==> config.mk <==
export PLATFORM = sky130hd
export DESIGN_NAME = softex_red_sum_ctrl_flat
export DESIGN_NICKNAME = d
export VERILOG_FILES = /design/src/rtl/softex_red_sum_ctrl_if.sv /design/src/rtl/softex_red_sum_ctrl.sv /design/src/flat_wrapper.sv
export SDC_FILE = /design/constraint.sdc
export NUM_CORES = 1
export LEC_CHECK = 0
export CORE_MARGIN = 8
export CORE_UTILIZATION = 45
export DETAILED_ROUTE_END_ITERATION = 16
export PLACE_DENSITY = 0.9
export SKIP_CTS_REPAIR_TIMING = 1
export SLEW_MARGIN = 15
export SYNTH_ARGS = -nofsm -noshare
export SYNTH_HDL_FRONTEND = slang
export SYNTH_SLANG_ARGS = --single-unit
==> constraint.sdc <==
create_clock -name clk_i -period 3.1 [get_ports clk_i]
set_input_delay 0.465 -clock clk_i [delete_from_list [all_inputs] [get_ports clk_i]]
set_output_delay 0.465 -clock clk_i [all_outputs]
set_load 0.03 [all_outputs]
==> src/rtl/softex_red_sum_ctrl_if.sv <==
`default_nettype none
// ============================================================================
// Module  : softex_red_sum_ctrl_if
// Brief   : Upstream, datapath and result handshakes of the reduction-sum
//           controller, grouped into one bundle.
// Revision: 1.0 - initial release
// ============================================================================
interface softex_red_sum_ctrl_if #(
  parameter int VECT_WIDTH = 16,
  parameter int LEN_WIDTH  = 16,
  parameter int ACC_WIDTH  = 32
) ();
  logic                  start_i;
  logic [LEN_WIDTH-1:0]  len_i;
  logic                  abort_i;
  logic                  in_valid_i;
  logic                  in_ready_o;
  logic                  dp_valid_o;
  logic                  dp_ready_i;
  logic [VECT_WIDTH-1:0] dp_strb_o;
  logic                  dp_clear_o;
  logic                  dp_enable_o;
  logic                  dp_busy_i;
  logic [ACC_WIDTH-1:0]  dp_res_i;
  logic [ACC_WIDTH-1:0]  res_o;
  logic                  res_valid_o;
  logic                  res_ready_i;
  logic                  busy_o;
  logic                  done_o;

  modport master (
    input  start_i, len_i, abort_i, in_valid_i, dp_ready_i, dp_busy_i,
           dp_res_i, res_ready_i,
    output in_ready_o, dp_valid_o, dp_strb_o, dp_clear_o, dp_enable_o,
           res_o, res_valid_o, busy_o, done_o
  );

  modport slave (
    output start_i, len_i, abort_i, in_valid_i, dp_ready_i, dp_busy_i,
           dp_res_i, res_ready_i,
    input  in_ready_o, dp_valid_o, dp_strb_o, dp_clear_o, dp_enable_o,
           res_o, res_valid_o, busy_o, done_o
  );
endinterface
`default_nettype wire

==> src/rtl/softex_red_sum_ctrl.sv <==
`default_nettype none
// ============================================================================
// Module  : softex_red_sum_ctrl
// Brief   : Sequences a sum reduction: clears the accumulator, feeds
//           ceil(len/VECT_WIDTH) masked beats, drains, and hands off the result.
// Revision: 1.0 - initial release
// ============================================================================
module softex_red_sum_ctrl #(
  parameter int VECT_WIDTH = 16,
  parameter int LEN_WIDTH  = 16,
  parameter int ACC_WIDTH  = 32
) (
  input  logic                  clk_i,
  input  logic                  rst_i,
  softex_red_sum_ctrl_if.master bus
);

  typedef enum logic [2:0] {
    S_IDLE   = 3'd0,
    S_CLEAR  = 3'd1,
    S_FEED   = 3'd2,
    S_DRAIN  = 3'd3,
    S_OUTPUT = 3'd4
  } state_t;

  localparam logic [LEN_WIDTH-1:0] c_vect_len = LEN_WIDTH'(VECT_WIDTH);

  state_t                r_state;
  state_t                w_state_nxt;
  logic [LEN_WIDTH-1:0]  rem_q;
  logic [ACC_WIDTH-1:0]  res_q;
  logic                  r_drain_first;

  logic                  w_abort;
  logic [LEN_WIDTH-1:0]  w_step;
  logic [VECT_WIDTH-1:0] w_lane_mask;
  logic                  w_rem_load;
  logic                  w_rem_dec;
  logic                  w_res_zero;
  logic                  w_res_cap;
  logic                  w_in_ready;
  logic                  w_dp_valid;
  logic [VECT_WIDTH-1:0] w_strb;
  logic                  w_clear;
  logic                  w_enable;
  logic                  w_res_valid;
  logic                  w_done;

  assign w_abort = bus.abort_i && (r_state != S_IDLE);
  assign w_step  = (rem_q >= c_vect_len) ? c_vect_len : rem_q;

  always_comb begin
    w_lane_mask = '0;
    for (int i = 0; i < VECT_WIDTH; i++) begin
      w_lane_mask[i] = (32'(rem_q) > i);
    end
  end

  always_ff @(posedge clk_i) begin
    if (rst_i) begin
      r_state <= S_IDLE;
    end else begin
      r_state <= w_state_nxt;
    end
  end

  always_comb begin
    w_state_nxt = r_state;
    w_rem_load  = 1'b0;
    w_rem_dec   = 1'b0;
    w_res_zero  = 1'b0;
    w_res_cap   = 1'b0;
    w_in_ready  = 1'b0;
    w_dp_valid  = 1'b0;
    w_strb      = '0;
    w_clear     = 1'b0;
    w_enable    = 1'b0;
    w_res_valid = 1'b0;
    w_done      = 1'b0;
    // Abort wins over everything and suppresses any handshake in its cycle.
    if (w_abort) begin
      w_state_nxt = S_IDLE;
      w_clear     = 1'b1;
    end else begin
      case (r_state)
        S_IDLE: begin
          if (bus.start_i) begin
            if (bus.len_i != '0) begin
              w_rem_load  = 1'b1;
              w_state_nxt = S_CLEAR;
            end else begin
              w_res_zero  = 1'b1;
              w_state_nxt = S_OUTPUT;
            end
          end
        end
        S_CLEAR: begin
          w_clear     = 1'b1;
          w_state_nxt = S_FEED;
        end
        S_FEED: begin
          w_enable   = 1'b1;
          w_dp_valid = bus.in_valid_i;
          w_in_ready = bus.dp_ready_i;
          w_strb     = w_lane_mask;
          if (bus.in_valid_i && bus.dp_ready_i) begin
            w_rem_dec = 1'b1;
            if (rem_q <= c_vect_len) w_state_nxt = S_DRAIN;
          end
        end
        S_DRAIN: begin
          w_enable = 1'b1;
          // Skip the entry cycle so dp_busy_i can reflect the final beat.
          if (!r_drain_first && !bus.dp_busy_i) begin
            w_res_cap   = 1'b1;
            w_state_nxt = S_OUTPUT;
          end
        end
        S_OUTPUT: begin
          w_res_valid = 1'b1;
          if (bus.res_ready_i) begin
            w_done      = 1'b1;
            w_state_nxt = S_IDLE;
          end
        end
        default: w_state_nxt = S_IDLE;
      endcase
    end
  end

  always_ff @(posedge clk_i) begin
    if (rst_i) begin
      rem_q         <= '0;
      res_q         <= '0;
      r_drain_first <= 1'b0;
    end else begin
      r_drain_first <= (w_state_nxt == S_DRAIN) && (r_state != S_DRAIN);
      if (w_abort)         rem_q <= '0;
      else if (w_rem_load) rem_q <= bus.len_i;
      else if (w_rem_dec)  rem_q <= rem_q - w_step;
      if (w_res_zero)      res_q <= '0;
      else if (w_res_cap)  res_q <= bus.dp_res_i;
    end
  end

  // Outputs are forced low while reset is asserted, whatever the state.
  assign bus.in_ready_o  = !rst_i && w_in_ready;
  assign bus.dp_valid_o  = !rst_i && w_dp_valid;
  assign bus.dp_strb_o   = rst_i ? '0 : w_strb;
  assign bus.dp_clear_o  = !rst_i && w_clear;
  assign bus.dp_enable_o = !rst_i && w_enable;
  assign bus.res_o       = rst_i ? '0 : res_q;
  assign bus.res_valid_o = !rst_i && w_res_valid;
  assign bus.busy_o      = !rst_i && (r_state != S_IDLE);
  assign bus.done_o      = !rst_i && w_done;

endmodule
`default_nettype wire

==> src/flat_wrapper.sv <==
// flat-port wrapper written by rule: the top's interface ports become plain ports
module softex_red_sum_ctrl_flat 
#(
  parameter int VECT_WIDTH = 16,
  parameter int LEN_WIDTH  = 16,
  parameter int ACC_WIDTH  = 32
)
  (clk_i, rst_i, bus_start_i, bus_len_i, bus_abort_i, bus_in_valid_i, bus_dp_ready_i, bus_dp_busy_i, bus_dp_res_i, bus_res_ready_i, bus_in_ready_o, bus_dp_valid_o, bus_dp_strb_o, bus_dp_clear_o, bus_dp_enable_o, bus_res_o, bus_res_valid_o, bus_busy_o, bus_done_o);
  softex_red_sum_ctrl_if #(.VECT_WIDTH(VECT_WIDTH), .LEN_WIDTH(LEN_WIDTH), .ACC_WIDTH(ACC_WIDTH)) bus_i ();
  input  logic clk_i;
  input  logic rst_i;
  input wire logic [$bits(bus_i.start_i)-1:0] bus_start_i;
  input wire logic [$bits(bus_i.len_i)-1:0] bus_len_i;
  input wire logic [$bits(bus_i.abort_i)-1:0] bus_abort_i;
  input wire logic [$bits(bus_i.in_valid_i)-1:0] bus_in_valid_i;
  input wire logic [$bits(bus_i.dp_ready_i)-1:0] bus_dp_ready_i;
  input wire logic [$bits(bus_i.dp_busy_i)-1:0] bus_dp_busy_i;
  input wire logic [$bits(bus_i.dp_res_i)-1:0] bus_dp_res_i;
  input wire logic [$bits(bus_i.res_ready_i)-1:0] bus_res_ready_i;
  output wire logic [$bits(bus_i.in_ready_o)-1:0] bus_in_ready_o;
  output wire logic [$bits(bus_i.dp_valid_o)-1:0] bus_dp_valid_o;
  output wire logic [$bits(bus_i.dp_strb_o)-1:0] bus_dp_strb_o;
  output wire logic [$bits(bus_i.dp_clear_o)-1:0] bus_dp_clear_o;
  output wire logic [$bits(bus_i.dp_enable_o)-1:0] bus_dp_enable_o;
  output wire logic [$bits(bus_i.res_o)-1:0] bus_res_o;
  output wire logic [$bits(bus_i.res_valid_o)-1:0] bus_res_valid_o;
  output wire logic [$bits(bus_i.busy_o)-1:0] bus_busy_o;
  output wire logic [$bits(bus_i.done_o)-1:0] bus_done_o;
  assign bus_i.start_i = bus_start_i;
  assign bus_i.len_i = bus_len_i;
  assign bus_i.abort_i = bus_abort_i;
  assign bus_i.in_valid_i = bus_in_valid_i;
  assign bus_i.dp_ready_i = bus_dp_ready_i;
  assign bus_i.dp_busy_i = bus_dp_busy_i;
  assign bus_i.dp_res_i = bus_dp_res_i;
  assign bus_i.res_ready_i = bus_res_ready_i;
  assign bus_in_ready_o = bus_i.in_ready_o;
  assign bus_dp_valid_o = bus_i.dp_valid_o;
  assign bus_dp_strb_o = bus_i.dp_strb_o;
  assign bus_dp_clear_o = bus_i.dp_clear_o;
  assign bus_dp_enable_o = bus_i.dp_enable_o;
  assign bus_res_o = bus_i.res_o;
  assign bus_res_valid_o = bus_i.res_valid_o;
  assign bus_busy_o = bus_i.busy_o;
  assign bus_done_o = bus_i.done_o;
  softex_red_sum_ctrl #(.VECT_WIDTH(VECT_WIDTH), .LEN_WIDTH(LEN_WIDTH), .ACC_WIDTH(ACC_WIDTH)) u_core (.clk_i(clk_i), .rst_i(rst_i), .bus(bus_i));
endmodule
==> results of run 1 <==
## metrics by stage
step	power (mW)	instance area [µm²]
6_report	1.548	4134
3_3_place_gp	1.155	4040
5_1_grt	1.625	4134
2_1_floorplan	1.013	2992
3_5_place_dp	1.160	4040
4_1_cts	1.561	4134
## worst register-to-register path: stages (launching register included)
cell and delay, ns:
sky130_fd_sc_hd__dfxtp_1 0.49, sky130_fd_sc_hd__nor3_4 0.11, sky130_fd_sc_hd__and4_1 0.28, sky130_fd_sc_hd__nand2_1 0.11, sky130_fd_sc_hd__nand2_1 0.06, sky130_fd_sc_hd__ha_1 0.25
sky130_fd_sc_hd__o41ai_2 0.33, sky130_fd_sc_hd__nand3b_1 0.29, sky130_fd_sc_hd__a21o_1 0.25, sky130_fd_sc_hd__o311ai_1 0.22, sky130_fd_sc_hd__a21oi_1 0.10
## kinds of logic after synthesis
kind of cell | Yosys count | synth area share (%)
compound gates | 113 | 23.63
xor+xnor | 1 | 0.2928
fa+ha+maj | 1 | 0.4182
buf+inv | 37 | 6.232
flops | 52 | 34.80
mux | 1 | 0.3764
other cells | 1 | 0.1254
simple gates | 197 | 34.13
## cell type report
class                   instances  area (µm²)  share of cell area (%)
multi-input cells             314        1764                   42.68
repair buffers                122        1131                   27.36
well taps                      77       96.34                   2.331
clock inverters                 1       7.507                  0.1816
clock buffers                   7       86.33                   2.088
inverters                       2       7.507                  0.1816
flip-flops and latches         52        1041                   25.18
## layer usage
layer / vias to the layer above / share of wire, % / track usage [%]
met5: - / 0 / 0
met4: 0 / 1.0 / 4.429
met3: 11 / 12 / 7.895
met2: 154 / 46 / 29.18
met1: 1487 / 40 / 21.23
li1: 1596 / - / -
## cells in the final DEF (no fill, tap or decap), drive strengths merged, types with 7 or more instances in the layout
| master | count |
|---|---|
| o21ai | 9 |
| clkdlybuf4s50 | 86 |
| clkbuf | 7 |
| nor3 | 11 |
| nor4 | 8 |
| buf | 36 |
| nor2 | 21 |
| a21oi | 66 |
| nor2b | 33 |
| nand2 | 84 |
| dfxtp | 52 |
## path summary, 6_finish.rpt
kind	startpoint	end
max	u_core.r_state[1]$_SDFF_PP0_	bus_dp_strb_o[8]
min	u_core.res_q[2]$_SDFFE_PP0P_	u_core.res_q[2]$_SDFFE_PP0P_
max reg2reg	u_core.rem_q[6]$_SDFFE_PP0P_	u_core.rem_q[8]$_SDFFE_PP0P_
min reg2reg	u_core.res_q[2]$_SDFFE_PP0P_	u_core.res_q[2]$_SDFFE_PP0P_
## power groups by stage
stage	Clock [mW]	Combinational [mW]	Sequential, mW
floorplan	0	0.289	0.724
global placement	0	0.406	0.749
detailed placement	0	0.407	0.752
CTS	0.415	0.410	0.737
global route	0.431	0.450	0.744
finish	0.398	0.412	0.738
## sequential cells by signal, indices dropped and copies added (netlist names)
register              flops
u_core.rem_q             16
u_core.r_drain_first      1
u_core.res_q             32
u_core.r_state            3
==> impl_results.md, run 1 <==
- Worst EP arrival: 2.25 ns
- Max Fclk: 368.3 MHz
- Post-synth EDFFs: 0
- Startpoint type of the worst setup path: flip-flop
- Worst-case vdd ir drop: 0.2108 mV
- Share of synthesized registers carrying an async set or reset: 0%
- Number of input and output port buffers inserted: 110
- Net switching power: 0.4889 mW
- Transition time at the pin with the least slew margin: 0.5707 ns
- Worst min path class: reg2reg
- Wire length of the first global-routing pass: 14,870 µm
- Crit path largest cell delay: 0.62 ns
- Clk pwr share: 25.7%
- Top cell type's share of synthesized area: 34.80%
- Layout overhead on the synthesized area: 38.18%
- Area of the die: 0.009513 mm²
- Violation count after the first detailed-route iteration: 191
- Half-perimeter wire length of the detailed placement result: 6737 µm
- Flip-flop cell with the highest count after synthesis: sky130_fd_sc_hd__dfxtp_1
- CP max stage cell: sky130_fd_sc_hd__dfxtp_1
- Number of inserted diodes: 0
- Vias in the first global route: 3,069
- Overflow left after global routing: 0
- Leading cell types by count after synthesis: sky130_fd_sc_hd__nand2_1, sky130_fd_sc_hd__a21oi_1, sky130_fd_sc_hd__dfxtp_1, sky130_fd_sc_hd__nor2b_1, sky130_fd_sc_hd__nor2_1
- CTS tree: yes
- Largest net degree at the start of global routing: 38
- Synthesized cell area: 0.002992 mm²
- Register-to-Register Setup Slack: 0.50 ns
- Ordered cell list for the critical path: nand2b_1 > or4_1 > or2_2 > a31oi_1 > buf_4
- Part of the power in registers: 47.7%
- Number of design rule violations left after detail routing: 0
- Final worst slack: 0.3846 ns
- Worst Hold Slack: 0.4532 ns
- Areal power density over the cells: 374.6 mW/mm²
- Worst relative slew slack: 61.81%
- Biggest area consumer among synthesized cells: sky130_fd_sc_hd__dfxtp_1
- Wire length reported by the detailed router: 9073 µm
- TritonRoute pass-1 iters: 4
- Area inside the core boundary: 0.006386 mm²
- Non-Filler Instances: 575
- Setup Crit Path Kind: reg2out
- Status: finished, final reports clean
- Fraction of power spent switching nets: 31.57%
- Endpoints failing hold: 0
- Worst clock skew: 0.005043 ns
- Stages on the worst setup path: 5
- Share of the cycle needed by the critical path after routing: 87.59%
- Syn Nets: 460
- Filler cells: 552
- Number of instances on the worst hold path: 2
- Leakage power summed over all cells: 1.477 nW
- Initial Utilization: 46.85%
- Category of cells accounting for the largest share of critical-path delay: simple AND/OR/NAND/NOR gates
- Count of vias placed by the detailed router: 3,248
- Unrepaired setup endpoints after global routing: false
- CP Buf/Inv Count: 1
- Combinational Power Share: 26.6%
- Post-synthesis area per instance: 7.423 µm²
- Proportion of layout cells with a drive suffix above 1: 11.24%
- Worst-path clk slew: 0.09 ns
- Global placement routability congestion: 0.9288
- Site row count: 29
- Post-synthesis cell type count: 58
- Worst setup timing slack at the placement stage: 0.4436 ns
- Per-cell via count in the routed design: 5.649
- Worst Setup End Kind: output pin
- Maximum fanout encountered on the critical timing path: 12
- Internal Dissipation: 1.060 mW
- Portion of the post-synthesis area used by sequential elements: 34.80%
- Net total in the final layout: 554
- Cells after DPL: 567
- Final Max Tran Viols: 0
- Overall fraction of global-route tracks in use: 18.03%
- CTS sink count: 52
- Final count of negative-setup-slack endpoints: 0
- I/O Pins: 111
- DR WL/cell: 15.78 µm
- Fin util: 64.73%
- Post-route setup TNS: 0 ns
- Minimum clock period: 2.715 ns
- H-tree Lvls: 2
- WP data required: 2.63 ns
- Horizontal extent of the die: 97.54 µm
- Overall die height: 97.54 µm
- Synthesized netlist cell count: 403
- Max-cap violations: 0
- Biggest area contributors in the synthesized netlist: sky130_fd_sc_hd__dfxtp_1, sky130_fd_sc_hd__a21oi_1, sky130_fd_sc_hd__nand2_1
- CTS Root Cell: sky130_fd_sc_hd__clkbuf_8
- Worst-skew pair later-pin latency: 0.30 ns
- Yosys warnings: 0
- Initial antenna violation count: 0
- Antenna-violating nets left: 0
- CTS Buf Count: 5
- Deepest clock path buffer count: 2
- Most frequently used cell type in the post-synthesis netlist: sky130_fd_sc_hd__nand2_1
- Yosys reg bits: 52
- Length in cells of the worst reg-to-reg path: 10
(Power assumes the default switching activity.)
==> run 2: changes to the inputs <==
Settings changed: MAX_ROUTING_LAYER set to met4.
==> run 2 against run 1 <==
Net effect: clock skew barely moved; hold slack barely moved; worst setup slack improved by 0.014 ns; via count rose by 0.74%; sequential share of layout area fell by 0.39 points; combinational power barely moved; die area did not move; utilization rose by 1.0 points; critical path type unchanged.
==> impl_results.md, run 2 (synthesis gave the netlist of run 1 again) <==
- Status: finished, final reports clean (unchanged)
- Antenna-violating nets left: 0 (unchanged)
- H-tree Lvls: 2 (unchanged)
- Worst EP arrival: 2.24 ns (was 2.25 ns)
- Worst relative slew slack: 60.55% (was 61.81%)
- Worst-skew pair later-pin latency: 0.30 ns (about the same)
- Violation count after the first detailed-route iteration: 212 (was 191)
- TritonRoute pass-1 iters: 6 (was 4)
- Worst-path clk slew: 0.10 ns (was 0.09 ns)
- Largest net degree at the start of global routing: 38 (unchanged)
- Count of vias placed by the detailed router: 3,272 (was 3,248)
- Max-cap violations: 0 (unchanged)
- Largest register by flop count: u_core.res_q (unchanged)
- Sum of internal, switching and leakage power: 1.782 mW (was 1.548 mW)
- Worst Setup End Kind: output pin (unchanged)
- Internal Dissipation: 1.281 mW (was 1.060 mW)
- Max Fclk: 370.1 MHz (was 368.3 MHz)
- Summed area of non-filler cells in the final layout: 0.004199 mm² (was 0.004134 mm²)
- Final Max Tran Viols: 0 (unchanged)
- Global placement routability congestion: 0.9431 (was 0.9288)
- Deepest clock path buffer count: 2 (unchanged)
- Areal power density over the cells: 424.4 mW/mm² (was 374.6 mW/mm²)
- Unrepaired setup endpoints after global routing: false (unchanged)
- Fraction of power spent switching nets: 28.10% (was 31.57%)
- Worst setup timing slack at the placement stage: 0.4683 ns (was 0.4436 ns)
- Setup Crit Path Kind: reg2out (unchanged)
- Number of flip-flops under the largest register name: 32 (unchanged)
- Combinational Power Share: 23.2% (was 26.6%)
- Overall die height: 97.54 µm (unchanged)
- Leakage power summed over all cells: 1.511 nW (was 1.477 nW)
- Share of the cycle needed by the critical path after routing: 87.15% (was 87.59%)
- Non-Filler Instances: 575 (unchanged)
- Most common cell after layout, fill and taps aside: sky130_fd_sc_hd__clkdlybuf4s50_1 (unchanged)
- Clk pwr share: 35.5% (was 25.7%)
- Placed instance area: 0.004040 mm² (unchanged)
- Crit path largest cell delay: 0.61 ns (was 0.62 ns)
- Initial antenna violation count: 0 (unchanged)
- Category of cells accounting for the largest share of critical-path delay: simple AND/OR/NAND/NOR gates (unchanged)
- CP Buf/Inv Count: 1 (unchanged)
- Initial Utilization: 46.85% (unchanged)
- Net total in the final layout: 554 (unchanged)
- Filler cells: 538 (was 552)
- Cells after DPL: 567 (unchanged)
- Ordered cell list for the critical path: nand2b_1 > or4_1 > or2_2 > a21oi_1 > buf_4 (was nand2b_1 > or4_1 > or2_2 > a31oi_1 > buf_4)
- Vias in the first global route: 3,132 (was 3,069)
- Wire length of the first global-routing pass: 15,040 µm (was 14,870 µm)
- Area of the die: 0.009513 mm² (unchanged)
- Horizontal extent of the die: 97.54 µm (unchanged)
- DR WL/cell: 15.99 µm (was 15.78 µm)
- Final count of negative-setup-slack endpoints: 0 (unchanged)
- Worst Hold Slack: 0.4534 ns (was 0.4532 ns)
- CTS tree: yes (unchanged)
- Startpoint type of the worst setup path: flip-flop (unchanged)
- Maximum fanout encountered on the critical timing path: 12 (unchanged)
- Number of inserted diodes: 0 (unchanged)
- Number of input and output port buffers inserted: 110 (unchanged)
- Fin util: 65.75% (was 64.73%)
- Highest-count cells in the layout ignoring fill and taps: sky130_fd_sc_hd__clkdlybuf4s50_1, sky130_fd_sc_hd__nand2_1, sky130_fd_sc_hd__a21oi_1 (unchanged)
- Worst-case vdd ir drop: 0.3247 mV (was 0.2108 mV)
- Overall fraction of global-route tracks in use: 18.78% (was 18.03%)
- Half-perimeter wire length of the detailed placement result: 6873 µm (was 6737 µm)
- Net switching power: 0.5007 mW (was 0.4889 mW)
- CTS sink count: 52 (unchanged)
- CP max stage cell: sky130_fd_sc_hd__dfxtp_1 (unchanged)
- I/O Pins: 111 (unchanged)
- WP data required: 2.63 ns (about the same)
- Overflow left after global routing: 0 (unchanged)
- Worst min path class: reg2reg (unchanged)
- Number of design rule violations left after detail routing: 0 (unchanged)
- Layout overhead on the synthesized area: 40.36% (was 38.18%)
- Post-route setup TNS: 0 ns (unchanged)
- Worst clock skew: 0.004912 ns (was 0.005043 ns)
- Endpoints failing hold: 0 (unchanged)
- Per-cell via count in the routed design: 5.690 (was 5.649)
- Final worst slack: 0.3983 ns (was 0.3846 ns)
- CTS Root Cell: sky130_fd_sc_hd__clkbuf_8 (unchanged)
- CTS Buf Count: 5 (unchanged)
- Largest registers: u_core.res_q x32, u_core.rem_q x16, u_core.r_state x3 (unchanged)
- Met1 wire length: 3783 µm (was 3646 µm)
- Met3 routed wirelength: 998 µm (was 1120 µm)
- Minimum clock period: 2.702 ns (was 2.715 ns)
- Site row count: 29 (unchanged)
- Proportion of layout cells with a drive suffix above 1: 11.45% (was 11.24%)
- Area inside the core boundary: 0.006386 mm² (unchanged)
- Transition time at the pin with the least slew margin: 0.5909 ns (was 0.5707 ns)
- Wire length reported by the detailed router: 9197 µm (was 9073 µm)
- Max Used Layer: met4 (unchanged)
- Met2 layer wire length in the routed design: 4333 µm (was 4210 µm)
- Part of the power in registers: 41.4% (was 47.7%)
-- run 2: changes by cell type in the layout (fill, tap and decap cells not counted), sizes merged --
cell | before | now
clkinvlp | 1 | 0
bufinv | 0 | 3
clkbuf | 7 | 5
-- run 2: routing by layer --
| metal | vias up | GRT usage [%] |
|---|---|---|
| met2 | 159 | 29.95 |
| li1 | 1601 | - |
| met5 | - | - |
| met1 | 1496 | 21.96 |
| met3 | 16 | 7.326 |
| met4 | 0 | 3.497 |
-- run 2: path summary, 6_finish.rpt --
check	start	endpoint	slack [ns]	depth (start not counted)
worst min register to register	u_core.res_q[6]$_SDFFE_PP0P_	u_core.res_q[6]$_SDFFE_PP0P_	0.45	2
worst max register to register	u_core.rem_q[7]$_SDFFE_PP0P_	u_core.rem_q[8]$_SDFFE_PP0P_	0.48	10
worst max-delay path	u_core.r_state[1]$_SDFF_PP0_	bus_dp_strb_o[9]	0.40	5
worst min-delay path	u_core.res_q[6]$_SDFFE_PP0P_	u_core.res_q[6]$_SDFFE_PP0P_	0.45	2
-- run 2: power groups by stage --
| stage | sequential, mW | combinational, mW | clock [mW] |
|---|---|---|---|
| floorplan | 0.724 | 0.289 | 0 |
| global placement | 0.749 | 0.403 | 0 |
| detailed placement | 0.751 | 0.407 | 0 |
| CTS | 0.736 | 0.409 | 0.640 |
| global route | 0.742 | 0.449 | 0.667 |
| finish | 0.737 | 0.413 | 0.632 |
-- run 2: area by class of cell --
cell class | count | area (µm²) | share of cell area [%]
repair buffers | 122 | 1131 | 26.94
multi-input cells | 314 | 1764 | 42.01
clock inverters | 3 | 90.09 | 2.145
inverters | 2 | 7.507 | 0.1788
well taps | 77 | 96.34 | 2.294
clock buffers | 5 | 68.82 | 1.639
flip-flops and latches | 52 | 1041 | 24.79
-- run 2: worst min-delay path, stage by stage (launching register included) --
cell	delay, ns
sky130_fd_sc_hd__dfxtp_1	0.32
sky130_fd_sc_hd__nand2_1	0.05
sky130_fd_sc_hd__a21oi_1	0.05
==> run 3: changes to the inputs <==
Settings changed: GPL_TIMING_DRIVEN set to 0.
==> run 3 against run 2 <==
Net effect: combinational power rose by 12%; clock skew rose by 0.0017 ns; utilization rose by 3.0 points; first-iteration DRC count rose by 27%; count of clock-buffer cells in the layout did not move; clock power rose by 1%; via count rose by 2.7%; sequential cell count did not move; sequential power fell by 2.8%; largest cell class unchanged.
==> impl_results.md, run 3 (synthesis gave the netlist of run 1 again) <==
- Number of design rule violations left after detail routing: 0 (unchanged)
- Worst Hold Slack: 0.4544 ns (was 0.4534 ns)
- Overall fraction of global-route tracks in use: 20.05% (was 18.78%)
- Summed area of non-filler cells in the final layout: 0.004390 mm² (was 0.004199 mm²)
- Post-route setup TNS: 0 ns (unchanged)
- Minimum clock period: 3.022 ns (was 2.702 ns)
- Internal Dissipation: 1.295 mW (was 1.281 mW)
- Worst-skew pair later-pin latency: 0.31 ns (was 0.30 ns)
- Largest net degree at the start of global routing: 17 (was 38)
- Final count of negative-setup-slack endpoints: 0 (unchanged)
- Deepest clock path buffer count: 2 (unchanged)
- Initial antenna violation count: 0 (unchanged)
- Max-cap violations: 0 (unchanged)
- Highest-count cells in the layout ignoring fill and taps: sky130_fd_sc_hd__clkdlybuf4s50_1, sky130_fd_sc_hd__nand2_1, sky130_fd_sc_hd__a21oi_1 (unchanged)
- Wire length reported by the detailed router: 10,020 µm (was 9197 µm)
- Overall die height: 97.54 µm (unchanged)
- Filler cells: 542 (was 538)
- Number of flip-flops under the largest register name: 32 (unchanged)
- Combinational Power Share: 25.5% (was 23.2%)
- Max Fclk: 330.9 MHz (was 370.1 MHz)
- Sum of internal, switching and leakage power: 1.819 mW (was 1.782 mW)
- Area inside the core boundary: 0.006386 mm² (unchanged)
- Leakage power summed over all cells: 1.841 nW (was 1.511 nW)
- Startpoint type of the worst setup path: flip-flop (unchanged)
- Net switching power: 0.5244 mW (was 0.5007 mW)
- Final Max Tran Viols: 0 (unchanged)
- Status: finished, final reports clean (unchanged)
- Number of input and output port buffers inserted: 109 (was 110)
- TritonRoute pass-1 iters: 5 (was 6)
- Placed instance area: 0.004179 mm² (was 0.004040 mm²)
- Initial Utilization: 46.85% (unchanged)
- Count of vias placed by the detailed router: 3,361 (was 3,272)
- Worst Setup End Kind: output pin (unchanged)
- Setup Crit Path Kind: reg2out (unchanged)
- Per-cell via count in the routed design: 5.630 (was 5.690)
- Fraction of power spent switching nets: 28.83% (was 28.10%)
- Endpoints failing hold: 0 (unchanged)
- Stages on the worst setup path: 5 (unchanged)
- Wire length of the first global-routing pass: 15,810 µm (was 15,040 µm)
- Overflow left after global routing: 0 (unchanged)
- I/O Pins: 111 (unchanged)
- Most common cell after layout, fill and taps aside: sky130_fd_sc_hd__clkdlybuf4s50_1 (unchanged)
- Site row count: 29 (unchanged)
- Worst clock skew: 0.006621 ns (was 0.004912 ns)
- Horizontal extent of the die: 97.54 µm (unchanged)
- Crit path largest cell delay: 0.69 ns (was 0.61 ns)
- Share of the cycle needed by the critical path after routing: 97.49% (was 87.15%)
- Worst-case vdd ir drop: 0.2562 mV (was 0.3247 mV)
- Unrepaired setup endpoints after global routing: false (unchanged)
- Violation count after the first detailed-route iteration: 269 (was 212)
- Largest register by flop count: u_core.res_q (unchanged)
- Areal power density over the cells: 414.3 mW/mm² (was 424.4 mW/mm²)
- Maximum fanout encountered on the critical timing path: 10 (was 12)
- Layout overhead on the synthesized area: 46.76% (was 40.36%)
- Fin util: 68.75% (was 65.75%)
- Worst relative slew slack: 50.61% (was 60.55%)
- CP Buf/Inv Count: 2 (was 1)
- Number of inserted diodes: 0 (unchanged)
- Transition time at the pin with the least slew margin: 0.7368 ns (was 0.5909 ns)
- Global placement routability congestion: 0.9842 (was 0.9431)
- Part of the power in registers: 39.3% (was 41.4%)
- Vias in the first global route: 3,274 (was 3,132)
- Worst EP arrival: 2.56 ns (was 2.24 ns)
- Proportion of layout cells with a drive suffix above 1: 7.692% (was 11.45%)
- Net total in the final layout: 576 (was 554)
- CP max stage cell: sky130_fd_sc_hd__clkdlybuf4s50_1 (was sky130_fd_sc_hd__dfxtp_1)
- Antenna-violating nets left: 0 (unchanged)
- Area of the die: 0.009513 mm² (unchanged)
- Ordered cell list for the critical path: buf_2 > or3_2 > a21oi_2 > and3_1 > clkdlybuf4s50_1 (was nand2b_1 > or4_1 > or2_2 > a21oi_1 > buf_4)
- CTS tree: yes (unchanged)
- DR WL/cell: 16.78 µm (was 15.99 µm)
- Clk pwr share: 35.1% (was 35.5%)
- CTS Buf Count: 5 (unchanged)
- Category of cells accounting for the largest share of critical-path delay: buffers and inverters (was simple AND/OR/NAND/NOR gates)
- Largest registers: u_core.res_q x32, u_core.rem_q x16, u_core.r_state x3 (unchanged)
- WP data required: 2.63 ns (about the same)
- CTS sink count: 52 (unchanged)
- Worst-path clk slew: 0.10 ns (about the same)
- Worst min path class: reg2reg (unchanged)
- Number of instances on the worst hold path: 2 (unchanged)
- CTS Root Cell: sky130_fd_sc_hd__clkbuf_8 (unchanged)
- Half-perimeter wire length of the detailed placement result: 7449 µm (was 6873 µm)
- Length in cells of the worst reg-to-reg path: 12 (was 10)
- H-tree Lvls: 2 (unchanged)
run 3: cell types whose count changed in the layout (fill, tap and decap cells not counted), sizes merged:
cell | before | now
buf | 36 | 17
clkbuf | 5 | 23
clkdlybuf4s50 | 86 | 91
dlymetal6s2s | 0 | 18
run 3: worst register-to-register path, cell delays in order, from the launching register on:
cell                       delay (ns)
sky130_fd_sc_hd__dfxtp_1         0.50
sky130_fd_sc_hd__nor3_4          0.11
sky130_fd_sc_hd__and4_1          0.21
sky130_fd_sc_hd__buf_4           0.15
sky130_fd_sc_hd__nand2_1         0.08
sky130_fd_sc_hd__nand2_1         0.06
sky130_fd_sc_hd__ha_1            0.21
sky130_fd_sc_hd__clkbuf_1        0.24
sky130_fd_sc_hd__o41ai_2         0.35
sky130_fd_sc_hd__nand3b_1        0.29
sky130_fd_sc_hd__a21o_1          0.25
sky130_fd_sc_hd__o311ai_1        0.23
sky130_fd_sc_hd__a21oi_1         0.10
run 3: layout make-up:
class	instances	area (µm²)	area share, %
multi-input cells	314	1770	40.32
repair buffers	109	1136	25.88
flip-flops and latches	52	1041	23.71
plain buffers	35	180.2	4.104
well taps	77	96.34	2.194
clock inverters	3	90.09	2.052
clock buffers	5	68.82	1.567
inverters	2	7.507	0.1710
run 3: worst paths after layout:
check	start	endpoint	slack [ns]
hold reg to reg	u_core.res_q[2]$_SDFFE_PP0P_	u_core.res_q[2]$_SDFFE_PP0P_	0.45
setup reg to reg	u_core.rem_q[6]$_SDFFE_PP0P_	u_core.rem_q[8]$_SDFFE_PP0P_	0.19
hold / removal	u_core.res_q[2]$_SDFFE_PP0P_	u_core.res_q[2]$_SDFFE_PP0P_	0.45
setup / recovery	u_core.r_state[1]$_SDFF_PP0_	bus_res_valid_o	0.08
run 3: layer usage:
layer | track usage, % | share of wire, %
met5 | - | 0
met4 | 6.993 | 2.0
met3 | 5.334 | 7.9
met2 | 32.13 | 47
met1 | 23.62 | 43
run 3: power groups by stage:
| stage | sequential, mW | clock (mW) | combinational, mW |
|---|---|---|---|
| 2_1_floorplan | 0.724 | 0 | 0.289 |
| 5_1_grt | 0.718 | 0.678 | 0.502 |
| 3_5_place_dp | 0.730 | 0 | 0.453 |
| 6_report | 0.716 | 0.639 | 0.464 |
| 3_3_place_gp | 0.728 | 0 | 0.444 |
| 4_1_cts | 0.714 | 0.647 | 0.455 |
run 3: per-stage QoR:
| stage | worst slack (ns) | cells |
|---|---|---|
| after global placement | 0.009632 | 589 |
| after global routing | 0.007635 | 597 |
| after CTS | -0.1216 | 597 |
| after floorplan | 0.1667 | 403 |
| after detailed placement | 0.001658 | 589 |
| final | 0.07794 | 597 |
